### config.mk
export PLATFORM = sky130hd
export DESIGN_NAME = btn_conditioner
export DESIGN_NICKNAME = d
export VERILOG_FILES = /design/src/rtl/btn_conditioner.sv
export SDC_FILE = /design/constraint.sdc
export NUM_CORES = 1
export LEC_CHECK = 0
export ABC_CLOCK_PERIOD_IN_PS = 6100
export BUFFER_PORTS_ARGS = -buffer_cell sky130_fd_sc_hd__buf_2
export CAP_MARGIN = 20
export CELL_PAD_IN_SITES_DETAIL_PLACEMENT = 0
export CELL_PAD_IN_SITES_GLOBAL_PLACEMENT = 1
export CORE_ASPECT_RATIO = 2
export CORE_MARGIN = 2
export CORE_UTILIZATION = 48
export CTS_BUF_LIST = sky130_fd_sc_hd__clkbuf_4
export DETAILED_ROUTE_END_ITERATION = 16
export GPL_TIMING_DRIVEN = 0
export PLACE_DENSITY_LB_ADDON = 0.1
export SYNTH_ARGS = -nofsm -noshare
export SYNTH_HDL_FRONTEND = slang
export SYNTH_SLANG_ARGS = --single-unit
export TNS_END_PERCENT = 1
### constraint.sdc
create_clock -name clock -period 6.1 [get_ports clock]
set_input_delay 0.915 -clock clock [delete_from_list [all_inputs] [get_ports clock]]
set_output_delay 0.915 -clock clock [all_outputs]
set_load 0.05 [all_outputs]
### src/rtl/btn_conditioner.sv
// Button/switch front-end: synchronises the raw confirm button and switches,
// debounces the button, and emits one-cycle press / release / long-press
// pulses plus a switch snapshot taken on every accepted press.
module btn_conditioner #(
  parameter int DEBOUNCE_CYCLES   = 1_000_000,
  parameter int LONG_PRESS_CYCLES = 200_000_000,
  parameter int SW_WIDTH          = 16
) (
  input  logic                clock,
  input  logic                reset,
  input  logic                btn_raw,
  input  logic [SW_WIDTH-1:0] sw_raw,
  output logic                btn_level,
  output logic                press_pulse,
  output logic                release_pulse,
  output logic                long_press_pulse,
  output logic [SW_WIDTH-1:0] sw_sync,
  output logic [SW_WIDTH-1:0] sw_snapshot,
  output logic                snapshot_valid
);

  localparam int DB_W   = $clog2(DEBOUNCE_CYCLES);
  localparam int HOLD_W = $clog2(LONG_PRESS_CYCLES);
  localparam logic [DB_W-1:0]   DB_LAST   = DB_W'(DEBOUNCE_CYCLES - 1);
  localparam logic [HOLD_W-1:0] HOLD_LAST = HOLD_W'(LONG_PRESS_CYCLES - 1);

  typedef enum logic [1:0] {
    RELEASED  = 2'd0,
    ARMING    = 2'd1,
    PRESSED   = 2'd2,
    DISARMING = 2'd3
  } state_t;

  logic                btn_meta_q, btn_s_q;
  logic [SW_WIDTH-1:0] sw_meta_q, sw_sync_q;

  state_t              state_q, state_d;
  logic [DB_W-1:0]     db_cnt_q, db_cnt_d;
  logic [HOLD_W-1:0]   hold_cnt_q, hold_cnt_d;
  logic                long_fired_q, long_fired_d;
  logic                level_q, level_d;
  logic                press_q, press_d;
  logic                release_q, release_d;
  logic                long_q, long_d;
  logic [SW_WIDTH-1:0] snap_q, snap_d;
  logic                snap_vld_q, snap_vld_d;

  // Two-flop synchronisers for the button and the switch bus.
  always_ff @(posedge clock or posedge reset) begin
    if (reset) begin
      btn_meta_q <= 1'b0;
      btn_s_q    <= 1'b0;
      sw_meta_q  <= '0;
      sw_sync_q  <= '0;
    end else begin
      btn_meta_q <= btn_raw;
      btn_s_q    <= btn_meta_q;
      sw_meta_q  <= sw_raw;
      sw_sync_q  <= sw_meta_q;
    end
  end

  // Debounce FSM state, counters and registered outputs.
  always_ff @(posedge clock or posedge reset) begin
    if (reset) begin
      state_q      <= RELEASED;
      db_cnt_q     <= '0;
      hold_cnt_q   <= '0;
      long_fired_q <= 1'b0;
      level_q      <= 1'b0;
      press_q      <= 1'b0;
      release_q    <= 1'b0;
      long_q       <= 1'b0;
      snap_q       <= '0;
      snap_vld_q   <= 1'b0;
    end else begin
      state_q      <= state_d;
      db_cnt_q     <= db_cnt_d;
      hold_cnt_q   <= hold_cnt_d;
      long_fired_q <= long_fired_d;
      level_q      <= level_d;
      press_q      <= press_d;
      release_q    <= release_d;
      long_q       <= long_d;
      snap_q       <= snap_d;
      snap_vld_q   <= snap_vld_d;
    end
  end

  // Next-state logic; pulses default low so they are one cycle wide.
  always_comb begin
    state_d      = state_q;
    db_cnt_d     = db_cnt_q;
    hold_cnt_d   = hold_cnt_q;
    long_fired_d = long_fired_q;
    level_d      = level_q;
    press_d      = 1'b0;
    release_d    = 1'b0;
    long_d       = 1'b0;
    snap_d       = snap_q;
    snap_vld_d   = snap_vld_q;
    case (state_q)
      RELEASED: begin
        if (btn_s_q) begin
          state_d  = ARMING;
          db_cnt_d = '0;
        end
      end
      ARMING: begin
        if (!btn_s_q) begin
          state_d = RELEASED;
        end else if (db_cnt_q == DB_LAST) begin
          state_d      = PRESSED;
          press_d      = 1'b1;
          level_d      = 1'b1;
          snap_d       = sw_sync_q;
          snap_vld_d   = 1'b1;
          hold_cnt_d   = '0;
          long_fired_d = 1'b0;
        end else begin
          db_cnt_d = db_cnt_q + 1'b1;
        end
      end
      PRESSED: begin
        if (!btn_s_q) begin
          state_d  = DISARMING;
          db_cnt_d = '0;
        end
        // Hold time keeps counting on the edge that leaves for DISARMING, so
        // a bounce delays the long press by exactly the cycles spent there.
        if (!long_fired_q) begin
          if (hold_cnt_q == HOLD_LAST) begin
            long_d       = 1'b1;
            long_fired_d = 1'b1;
          end else begin
            hold_cnt_d = hold_cnt_q + 1'b1;
          end
        end
      end
      DISARMING: begin
        if (btn_s_q) begin
          state_d = PRESSED;
        end else if (db_cnt_q == DB_LAST) begin
          state_d   = RELEASED;
          release_d = 1'b1;
          level_d   = 1'b0;
        end else begin
          db_cnt_d = db_cnt_q + 1'b1;
        end
      end
      default: state_d = RELEASED;
    endcase
  end

  assign btn_level        = level_q;
  assign press_pulse      = press_q;
  assign release_pulse    = release_q;
  assign long_press_pulse = long_q;
  assign sw_sync          = sw_sync_q;
  assign sw_snapshot      = snap_q;
  assign snapshot_valid   = snap_vld_q;

endmodule

==> results of run 1 <==
## metal layers
metal,vias to the layer above,track usage (%)
li1,1518,-
met1,1549,21.9
met2,40,36.7
met3,19,3.43
met4,0,9.53
met5,-,0
## final cells by class
| cell class | count | area share, % |
|---|---|---|
| multi-input cells | 277 | 32.9 |
| flip-flops and latches | 106 | 54.0 |
| repair buffers | 58 | 6.36 |
| diodes | 1 | 0.0509 |
| well taps | 102 | 2.60 |
| plain buffers | 13 | 1.22 |
| inverters | 3 | 0.280 |
| clock inverters | 6 | 1.12 |
| clock buffers | 10 | 1.53 |
## cells in the final DEF (no fill, tap or decap), drive strengths merged, types with 2 or more instances in the layout
cell | netlist | routed
o21ai | 13 | 13
nand2 | 72 | 72
nand4 | 17 | 17
or4 | 5 | 5
ha | 2 | 2
dfrtp | 106 | 106
nor4b | 3 | 3
xor2 | 24 | 24
and2 | 2 | 2
o31ai | 4 | 4
nor2b | 2 | 2
xnor2 | 11 | 11
or4bb | 2 | 2
nor4 | 6 | 6
nor3b | 2 | 2
clkbuf | 8 | 18
nand2b | 3 | 3
a31oi | 2 | 2
a21o | 3 | 3
a21oi | 6 | 6
inv | 3 | 7
and4 | 3 | 3
a22o | 2 | 2
and3 | 8 | 8
or3 | 3 | 3
nand3 | 14 | 14
or4b | 2 | 2
clkinvlp | 0 | 2
or3b | 2 | 2
nor2 | 42 | 42
o211ai | 5 | 5
buf | 5 | 63
nor3 | 9 | 9
## how the worst min path moves through the flow
stage	endpoint	slack [ns]
floorplan	btn_s_q	0.33
global placement	sw_sync[1]	0.33
detailed placement	sw_sync[12]	0.34
CTS	sw_sync[12]	0.37
global route	sw_sync[15]	0.38
finish	sw_sync[5]	0.37
## stage by stage
stage | setup WS [ns] | util [%]
after global placement | 1.25 | 53.4
final | 3.42 | 55.3
after detailed placement | 3.45 | 53.8
after global routing | 3.21 | 55.3
after CTS | 3.38 | 55.3
after floorplan | 2.40 | -
## state kept, by name, indices dropped and copies added (netlist names), named ones only
signal / cells
state_q: 1
sw_snapshot: 16
long_press_pulse: 1
hold_cnt_q: 28
long_fired_q: 1
db_cnt_q: 20
btn_s_q: 1
btn_level: 1
release_pulse: 1
sw_sync: 16
press_pulse: 1
btn_meta_q: 1
sw_meta_q: 16
snapshot_valid: 1
## synthesized netlist by cell type, types with 4 or more instances
master    number
or4_1          4
nor2_1        42
nand3_1       14
xnor2_1       11
a21oi_1        6
dfrtp_1      106
xor2_1        24
o21ai_0       13
clkbuf_1       8
nor4_1         5
nand2_1       72
nand4_1       17
o211ai_1       5
o31ai_1        4
and3_1         8
nor3_1         9
## logic make-up (layout without fill, tap and decap cells)
logic type	Yosys count	after routing	share of synthesized area, %
AOI/OAI and AO/OA	38	38	5.53
xor gates and xnor gates	35	35	7.06
adders and majority gates	2	2	0.576
buffers and inverters	16	90	1.64
DFF	106	106	61.1
muxes	1	1	0.231
other	0	1	0
and+or+nand+nor	201	201	23.8
## worst max-delay path, delay by kind of cell, from the launching register on
| kind | cells | cell delay [ns] |
|---|---|---|
| buffers and inverters | 1 | 0.36 |
| AND/OR/NAND/NOR | 4 | 1.71 |
| flip-flops | 1 | 0.50 |
## power by group through the flow
stage                     sequential, mW  clock [mW]  combinational, mW
after floorplan                    0.758           0             0.0221
after global placement             0.739           0             0.0593
after detailed placement           0.740           0             0.0628
after CTS                          0.727       0.354             0.0629
after global routing               0.729       0.380             0.0681
final                              0.726       0.338             0.0609
==> out/results.ini, run 1 <==
[placed_design]
dp_hpwl_um=6630
dpl-instance-area_um2=4780
port_buffers=55
place_inst=559
gp_congestion=0.831

[critical_path]
crit_path_end=hold_cnt_q[21]
critPathCaptureType=flip-flop
crit_chain=or4_4, nor4_4, nor4b_4, buf_2, nor2_1
worstSetupPathType=flip-flop to flip-flop
critPathMaxStageDelay_ns=0.60
arrival_ns=3.02
critPathLaunchType=flip-flop
r2r-start=db_cnt_q[7]
crit_start=db_cnt_q[7]
r2r_slack_ns=3.42
worstReg2RegEnd=hold_cnt_q[21]
reg2regPathDepth=5
cp_slowest_cell=nor4b_4
cp.required_ns=6.44
cp_max_fo=10

[yosys]
synth_nets=420
synth_warnings=0
ys_top_cells_by_area=dfrtp_1, nand2_1, xor2_1
synth_top_area_share_pct=61.1
netlist_area_um2=4340
synth-seq-cells=106
synth_edf_count=0
ys.flop_type=dfrtp_1
async_flop_share_pct=100
synth_area_leader_cell=dfrtp_1
netlist-cell-type-count=44
avgSynthCellArea_um2=10.9
synthCells=399
seq_area_frac_synth_pct=61.1

[power_and_ir_drop]
pwr-share-comb_pct=5.4
p_sw_mw=0.294
p_leak_nw=2.38
p_clk_share_pct=30.0
power_density_nw_per_um2=229
vdd_ir_drop_max_uv=176
p_total_mw=1.13
seqPwrFrac_pct=64.5
p_int_mw=0.832
switching_share_pct=26.1

[clock_tree]
ctsHoldBuffers=0
clkTransAtPathRegs_ns=0.16
root_buffer=clkbuf_4
clock_sinks=106
cts_buffers=9
clockBufferDepth=2
h-tree-depth=3
cts-resized-gates=0
cts_setup_buffers=0
cts_tree=yes
clock_latency_ns=0.46

[floorplanning]
io_pins=56
dieArea_um2=9870
rows=49
initial_core_util_pct=48.8
coreArea_um2=8890
die_width_um=71.2
die_height_um=138

[timing]
fin_crit_ns=2.68
tightest_slew_ns=0.954
setup_viol=0
slew_headroom_pct=35.9
fin_crit_sh_pct=43.9
setup_tns_ns=0
fin_worst_skew_ns=0.0164
hold_ws_ns=0.370
timing.fmax_mhz=373
finalHoldViolCount=0
rsz0062_at_grt=no
slew_violations=0

[layout]
final_area_um2=4920
drive_above_1_share_pct=18.8
regArea_um2=2650
multiInputGateArea_um2=1620
nets=489
syn_to_final_growth_pct=13.3
n_fill_cell=838
final_cells=576

[grt]
grt_pass1_vias=3206
overflow=0
antenna_found_initial=1
global_route.usage.total_pct=20.2
grt_pass1_wl_um=15600
grt_max_degree=65

[min_path]
hold_class=flip-flop to flip-flop
hold_start=sw_meta_q[5]
min_path_cells=0

[run]
maxCapViolCount=0

[route]
drt_wl_total_um=9010
drc=0
vias=3126
wl_met2_um=5160
dr.pass1.iters=4
route.met3.wl_um=179
drt_iter0_drc=113
wl_met1_um=3410
wl_per_cell_um=15.6
highest_layer=met4
ant_nets=0
vias_per_cell=5.43

[status]
status=finished clean

(Power assumes the default switching activity.)
==> run 2, diff against run 1 <==
--- a/config.mk
+++ b/config.mk
@@ -5,14 +5,14 @@
 export SDC_FILE = /design/constraint.sdc
 export NUM_CORES = 1
 export LEC_CHECK = 0
-export ABC_CLOCK_PERIOD_IN_PS = 6100
+export ABC_CLOCK_PERIOD_IN_PS = 2250
 export BUFFER_PORTS_ARGS = -buffer_cell sky130_fd_sc_hd__buf_2
 export CAP_MARGIN = 20
 export CELL_PAD_IN_SITES_DETAIL_PLACEMENT = 0
 export CELL_PAD_IN_SITES_GLOBAL_PLACEMENT = 1
 export CORE_ASPECT_RATIO = 2
 export CORE_MARGIN = 2
-export CORE_UTILIZATION = 48
+export CORE_UTILIZATION = 42
 export CTS_BUF_LIST = sky130_fd_sc_hd__clkbuf_4
 export DETAILED_ROUTE_END_ITERATION = 16
 export GPL_TIMING_DRIVEN = 0
==> constraint.sdc (replaced) <==
create_clock -name clock -period 2.25 [get_ports clock]
set_input_delay 0.3375 -clock clock [delete_from_list [all_inputs] [get_ports clock]]
set_output_delay 0.3375 -clock clock [all_outputs]
set_load 0.05 [all_outputs]
==> run 2 against run 1 <==
Compared with the run above: sequential cell count unchanged; largest cell class unchanged; worst hold slack got worse by 0.0014 ns; final area increased by 8.3%; wire length increased by 10%; largest power group unchanged; first-iteration DRC count increased by 64%; highest routed layer unchanged; utilization decreased by 2.5 points; cell count increased by 10%.
==> out/results.ini, run 2 (synthesis gave the netlist of run 1 again) <==
[layout]
final_util_pct=52.8
multiInputGateArea_um2=1710
largest_register=hold_cnt_q
largest_reg_flops=28
regArea_um2=2650
nets=514
drive_above_1_share_pct=22.7
top_regs=hold_cnt_q x28, db_cnt_q x20
n_fill_cell=956
syn_to_final_growth_pct=22.7
final_common_cell=dfrtp_1
final_cell_mix=dfrtp_1, nand2_1, buf_2
final_area_um2=5330

[critical_path]
crit_chain=or4_4, nor4_4, nor4b_4, buf_4, buf_6, nor2_1
arrival_ns=2.52
critPathMaxStageDelay_ns=0.55
crit_family=simple AND/OR/NAND/NOR gates
cp.buffers_inverters=2
cp.required_ns=2.61
reg2regPathDepth=6
worstReg2RegEnd=hold_cnt_q[23]
critPathLaunchType=flip-flop
r2r-start=db_cnt_q[7]
crit_start=db_cnt_q[7]
critPathCaptureType=flip-flop
r2r_slack_ns=0.09
cp_slowest_cell=or4_4
worstSetupPathType=flip-flop to flip-flop
cp_max_fo=10

[grt]
grt_max_degree=40
grt_pass1_wl_um=16200
global_route.usage.total_pct=19.3
overflow=0
antenna_found_initial=1
grt_pass1_vias=3280

[power_and_ir_drop]
p_total_mw=3.08
power_density_nw_per_um2=578
p_leak_nw=2.54
vdd_ir_drop_max_uv=318

[timing]
slew_headroom_pct=50.8
finalHoldViolCount=0
slew_violations=0
rsz0062_at_grt=yes
fin_worst_skew_ns=0.0242
setup_ws_ns=0.0879
timing.fmax_mhz=463
setup_tns_ns=0
setup_viol=0
tightest_slew_ns=0.737
fin_crit_sh_pct=96.1
fin_crit_ns=2.16

[placed_design]
port_buffers=55
dp_hpwl_um=6950
dpl-instance-area_um2=4840
gp_congestion=0.779
pre_cts_slack_ns=-0.445

[floorplanning]
die_width_um=75.9
rows=52
dieArea_um2=11200
die_height_um=148
initial_core_util_pct=43.0
coreArea_um2=10100
io_pins=56

[clock_tree]
cts_buffers=9
clock_sinks=106
clkTransAtPathRegs_ns=0.17
root_buffer=clkbuf_4
cts_tree=yes
clock_latency_ns=0.47
h-tree-depth=3
clockBufferDepth=2

[min_path]
min_path_cells=0
hold_class=flip-flop to flip-flop
hold_start=sw_meta_q[13]
worstHoldEndpoint=sw_sync[13]

[route]
drt_wl_total_um=9910
drt_iter0_drc=185
drc=0
wl_per_cell_um=15.6
vias_per_cell=5.05
dr.pass1.iters=4
ant_nets=0
vias=3204

[run]
maxCapViolCount=0

[status]
status=finished clean

## run 2: layout make-up
type | instances | share of cell area [%]
Sequential cell | 106 | 49.8
Multi-Input combinational cell | 277 | 32.1
Timing Repair Buffer | 84 | 10.7
Tap cell | 135 | 3.17
Buffer | 12 | 1.41
Clock buffer | 9 | 1.27
Clock inverter | 7 | 1.22
Inverter | 3 | 0.282
Antenna cell | 1 | 0.0470
## run 2: per-layer routing
metal / track usage (%) / vias to the layer above / share of wire [%]
li1: - / 1571 / -
met1: 21.8 / 1579 / 38
met2: 33.5 / 37 / 57
met3: 4.43 / 17 / 2.2
met4: 7.89 / 0 / 3.0
met5: 0 / - / 0
## run 2: timing repair
| item | in CTS | in global routing |
|---|---|---|
| hold buffers | 18 | 0 |
| hold endpoints to repair | 48 | 0 |
| resized for setup | 14 | 18 |
| cloned | 0 | 0 |
| setup endpoints to repair | 53 | 50 |
| buffers inserted | 3 | 4 |
| pin swaps | 2 | 1 |
## run 2: how the worst max path moves through the flow
stage                          end  slack [ns]  cells past startpoint
finish              hold_cnt_q[23]        0.09                      6
global route          db_cnt_q[10]       -0.01                      7
CTS                  hold_cnt_q[2]      -0.009                      6
detailed placement  hold_cnt_q[23]       -0.45                      5
global placement    hold_cnt_q[20]       -0.45                      5
floorplan           hold_cnt_q[10]        0.05                      5
## run 2: worst register-to-register path, delay by kind of cell, from the launching register on
| kind | cells | cell delay (ns) |
|---|---|---|
| and+or+nand+nor | 4 | 1.22 |
| DFF | 1 | 0.49 |
| buffers and inverters | 2 | 0.34 |
## run 2: stage by stage
stage               hold slack [ns]  instances
floorplan                     0.331        399
global placement              0.332        589
detailed placement            0.336        593
CTS                           0.373        629
global route                  0.381        634
finish                        0.369        634
## run 2: where the power goes
part           switching (mW)  internal, mW
Sequential             0.0236          1.95
Combinational           0.129        0.0665
Clock                   0.667         0.247
Total                   0.819          2.26
==> run 3, diff against run 2 <==
--- a/config.mk
+++ b/config.mk
@@ -6,7 +6,7 @@
 export NUM_CORES = 1
 export LEC_CHECK = 0
 export ABC_CLOCK_PERIOD_IN_PS = 2250
-export BUFFER_PORTS_ARGS = -buffer_cell sky130_fd_sc_hd__buf_2
+export BUFFER_PORTS_ARGS = -buffer_cell sky130_fd_sc_hd__clkbuf_2
 export CAP_MARGIN = 20
 export CELL_PAD_IN_SITES_DETAIL_PLACEMENT = 0
 export CELL_PAD_IN_SITES_GLOBAL_PLACEMENT = 1
==> run 3 against run 2 <==
Compared with the run above: sequential cell count unchanged; maximum frequency is 0.97% higher; utilization grew 0.92 points; non-clock buffer count grew 7; clock-buffer cell count up 1; clock power is 15% higher; sequential power barely moved; cell count is 1.1% higher; critical path depth unchanged; setup slack better by 0.021 ns; worst hold slack lost 0.015 ns; critical endpoint is now hold_cnt_q[8].
==> out/results.ini, run 3 (synthesis gave the netlist of run 1 again) <==
[grt]
grt_max_degree=40
grt_pass1_vias=3214
overflow=0
antenna_found_initial=1
grt_pass1_wl_um=16100
global_route.usage.total_pct=19.2

[layout]
top_regs=hold_cnt_q x28, db_cnt_q x20
final_cell_mix=dfrtp_1, nand2_1, clkbuf_2
drive_above_1_share_pct=24.6
final_area_um2=5420
syn_to_final_growth_pct=24.8
nets=521
final_cells=641
largest_reg_flops=28
n_fill_cell=943
final_util_pct=53.7
largest_register=hold_cnt_q
final_common_cell=dfrtp_1

[critical_path]
r2r_slack_ns=0.11
critPathMaxStageDelay_ns=0.54
cp_common_cell=buf_4
cp_slowest_cell=or4_4
crit_chain=or4_4, nor4_4, nor4b_4, buf_4, buf_4, nor2_1
arrival_ns=2.52
worstSetupPathType=flip-flop to flip-flop
reg2regPathDepth=6
critPathLaunchType=flip-flop
worstReg2RegEnd=hold_cnt_q[8]
cp.required_ns=2.63
cp_max_fo=10
critPathCaptureType=flip-flop
r2r-start=db_cnt_q[7]

[clock_tree]
cts_tree=yes
cts_buffers=9
clockBufferDepth=2
clock_sinks=106
root_buffer=clkbuf_4
clock_latency_ns=0.47
clkTransAtPathRegs_ns=0.17
h-tree-depth=3

[power_and_ir_drop]
p_leak_nw=2.59
power_density_nw_per_um2=593
p_total_mw=3.21
vdd_ir_drop_max_uv=373

[min_path]
hold_class=flip-flop to flip-flop
hold_start=sw_meta_q[11]
worstHoldEndpoint=sw_sync[11]
min_path_cells=0

[placed_design]
dp_hpwl_um=6990
place_inst=593
gp_congestion=0.770
dpl-instance-area_um2=4840
port_buffers=55
pre_cts_slack_ns=-0.495

[route]
vias=3249
vias_per_cell=5.07
drt_iter0_drc=119
wl_per_cell_um=15.3
ant_nets=0
dr.pass1.iters=4
drt_wl_total_um=9820
drc=0

[timing]
setup_viol=0
fin_crit_sh_pct=95.2
rsz0062_at_grt=yes
slew_violations=0
fin_crit_ns=2.14
finalHoldViolCount=0
setup_ws_ns=0.109
fin_worst_skew_ns=0.0177
setup_tns_ns=0
timing.fmax_mhz=467
tightest_slew_ns=0.771
hold_ws_ns=0.354
slew_headroom_pct=48.5

[floorplanning]
die_height_um=148
die_width_um=75.9
coreArea_um2=10100
dieArea_um2=11200
io_pins=56
initial_core_util_pct=43.0
rows=52

[status]
status=finished clean

[run]
maxCapViolCount=0

[run 3: cell count changes in the layout (fill, tap and decap cells not counted), moves of 2 or more]
cell,previous run,this run
buf_2,58,1
buf_4,7,15
clkbuf_2,1,56
clkbuf_4,11,13
dfrtp_1,105,101
dfrtp_2,1,5
[run 3: layout make-up]
type                    instances  area [um^2]  share of cell area [%]
flip-flops and latches        106         2660                    49.1
multi-input cells             277         1710                    31.6
repair buffers                 91          621                    11.5
well taps                     135          169                    3.12
clock inverters                 6         83.8                    1.55
plain buffers                  12         80.1                    1.48
clock buffers                  10         75.1                    1.39
inverters                       3         15.0                   0.277
diodes                          1         2.50                  0.0462
[run 3: how the worst max path moves through the flow]
stage / start / end
3_5_place_dp: db_cnt_q[7] / hold_cnt_q[23]
3_3_place_gp: db_cnt_q[7] / hold_cnt_q[20]
2_1_floorplan: db_cnt_q[7] / hold_cnt_q[10]
4_1_cts: db_cnt_q[11] / sw_snapshot[2]
6_report: db_cnt_q[7] / hold_cnt_q[8]
5_1_grt: db_cnt_q[11] / hold_cnt_q[15]
[run 3: what timing repair did]
action	in CTS	in global routing
hold buffers	18	0
gates cloned	0	0
pin swaps	5	3
endpoints found under the hold margin	52	0
buffers inserted	4	10
gates resized for setup	16	17
endpoints found under the setup margin	55	57
[run 3: worst max-delay path, delay by kind of cell, from the launching register on]
family | cells | cell delay [ns]
and+or+nand+nor | 4 | 1.23
buffers and inverters | 2 | 0.37
DFF | 1 | 0.46
[run 3: power by group]
| group | internal, mW | switching, mW | leakage [nW] |
|---|---|---|---|
| combinational | 0.0655 | 0.127 | 1.12 |
| sequential | 1.95 | 0.0266 | 1.39 |
| clock | 0.377 | 0.670 | 0.0859 |
| total | 2.39 | 0.823 | 2.59 |
[run 3: per-layer routing]
layer  vias up  global-route usage (%)  part of all wire [%]
li1       1586                       -                     -
met1      1614                    21.8                    38
met2        37                    34.2                    58
met3        12                    3.75                   1.6
met4         0                    7.11                   2.0
met5         -                       0                     0
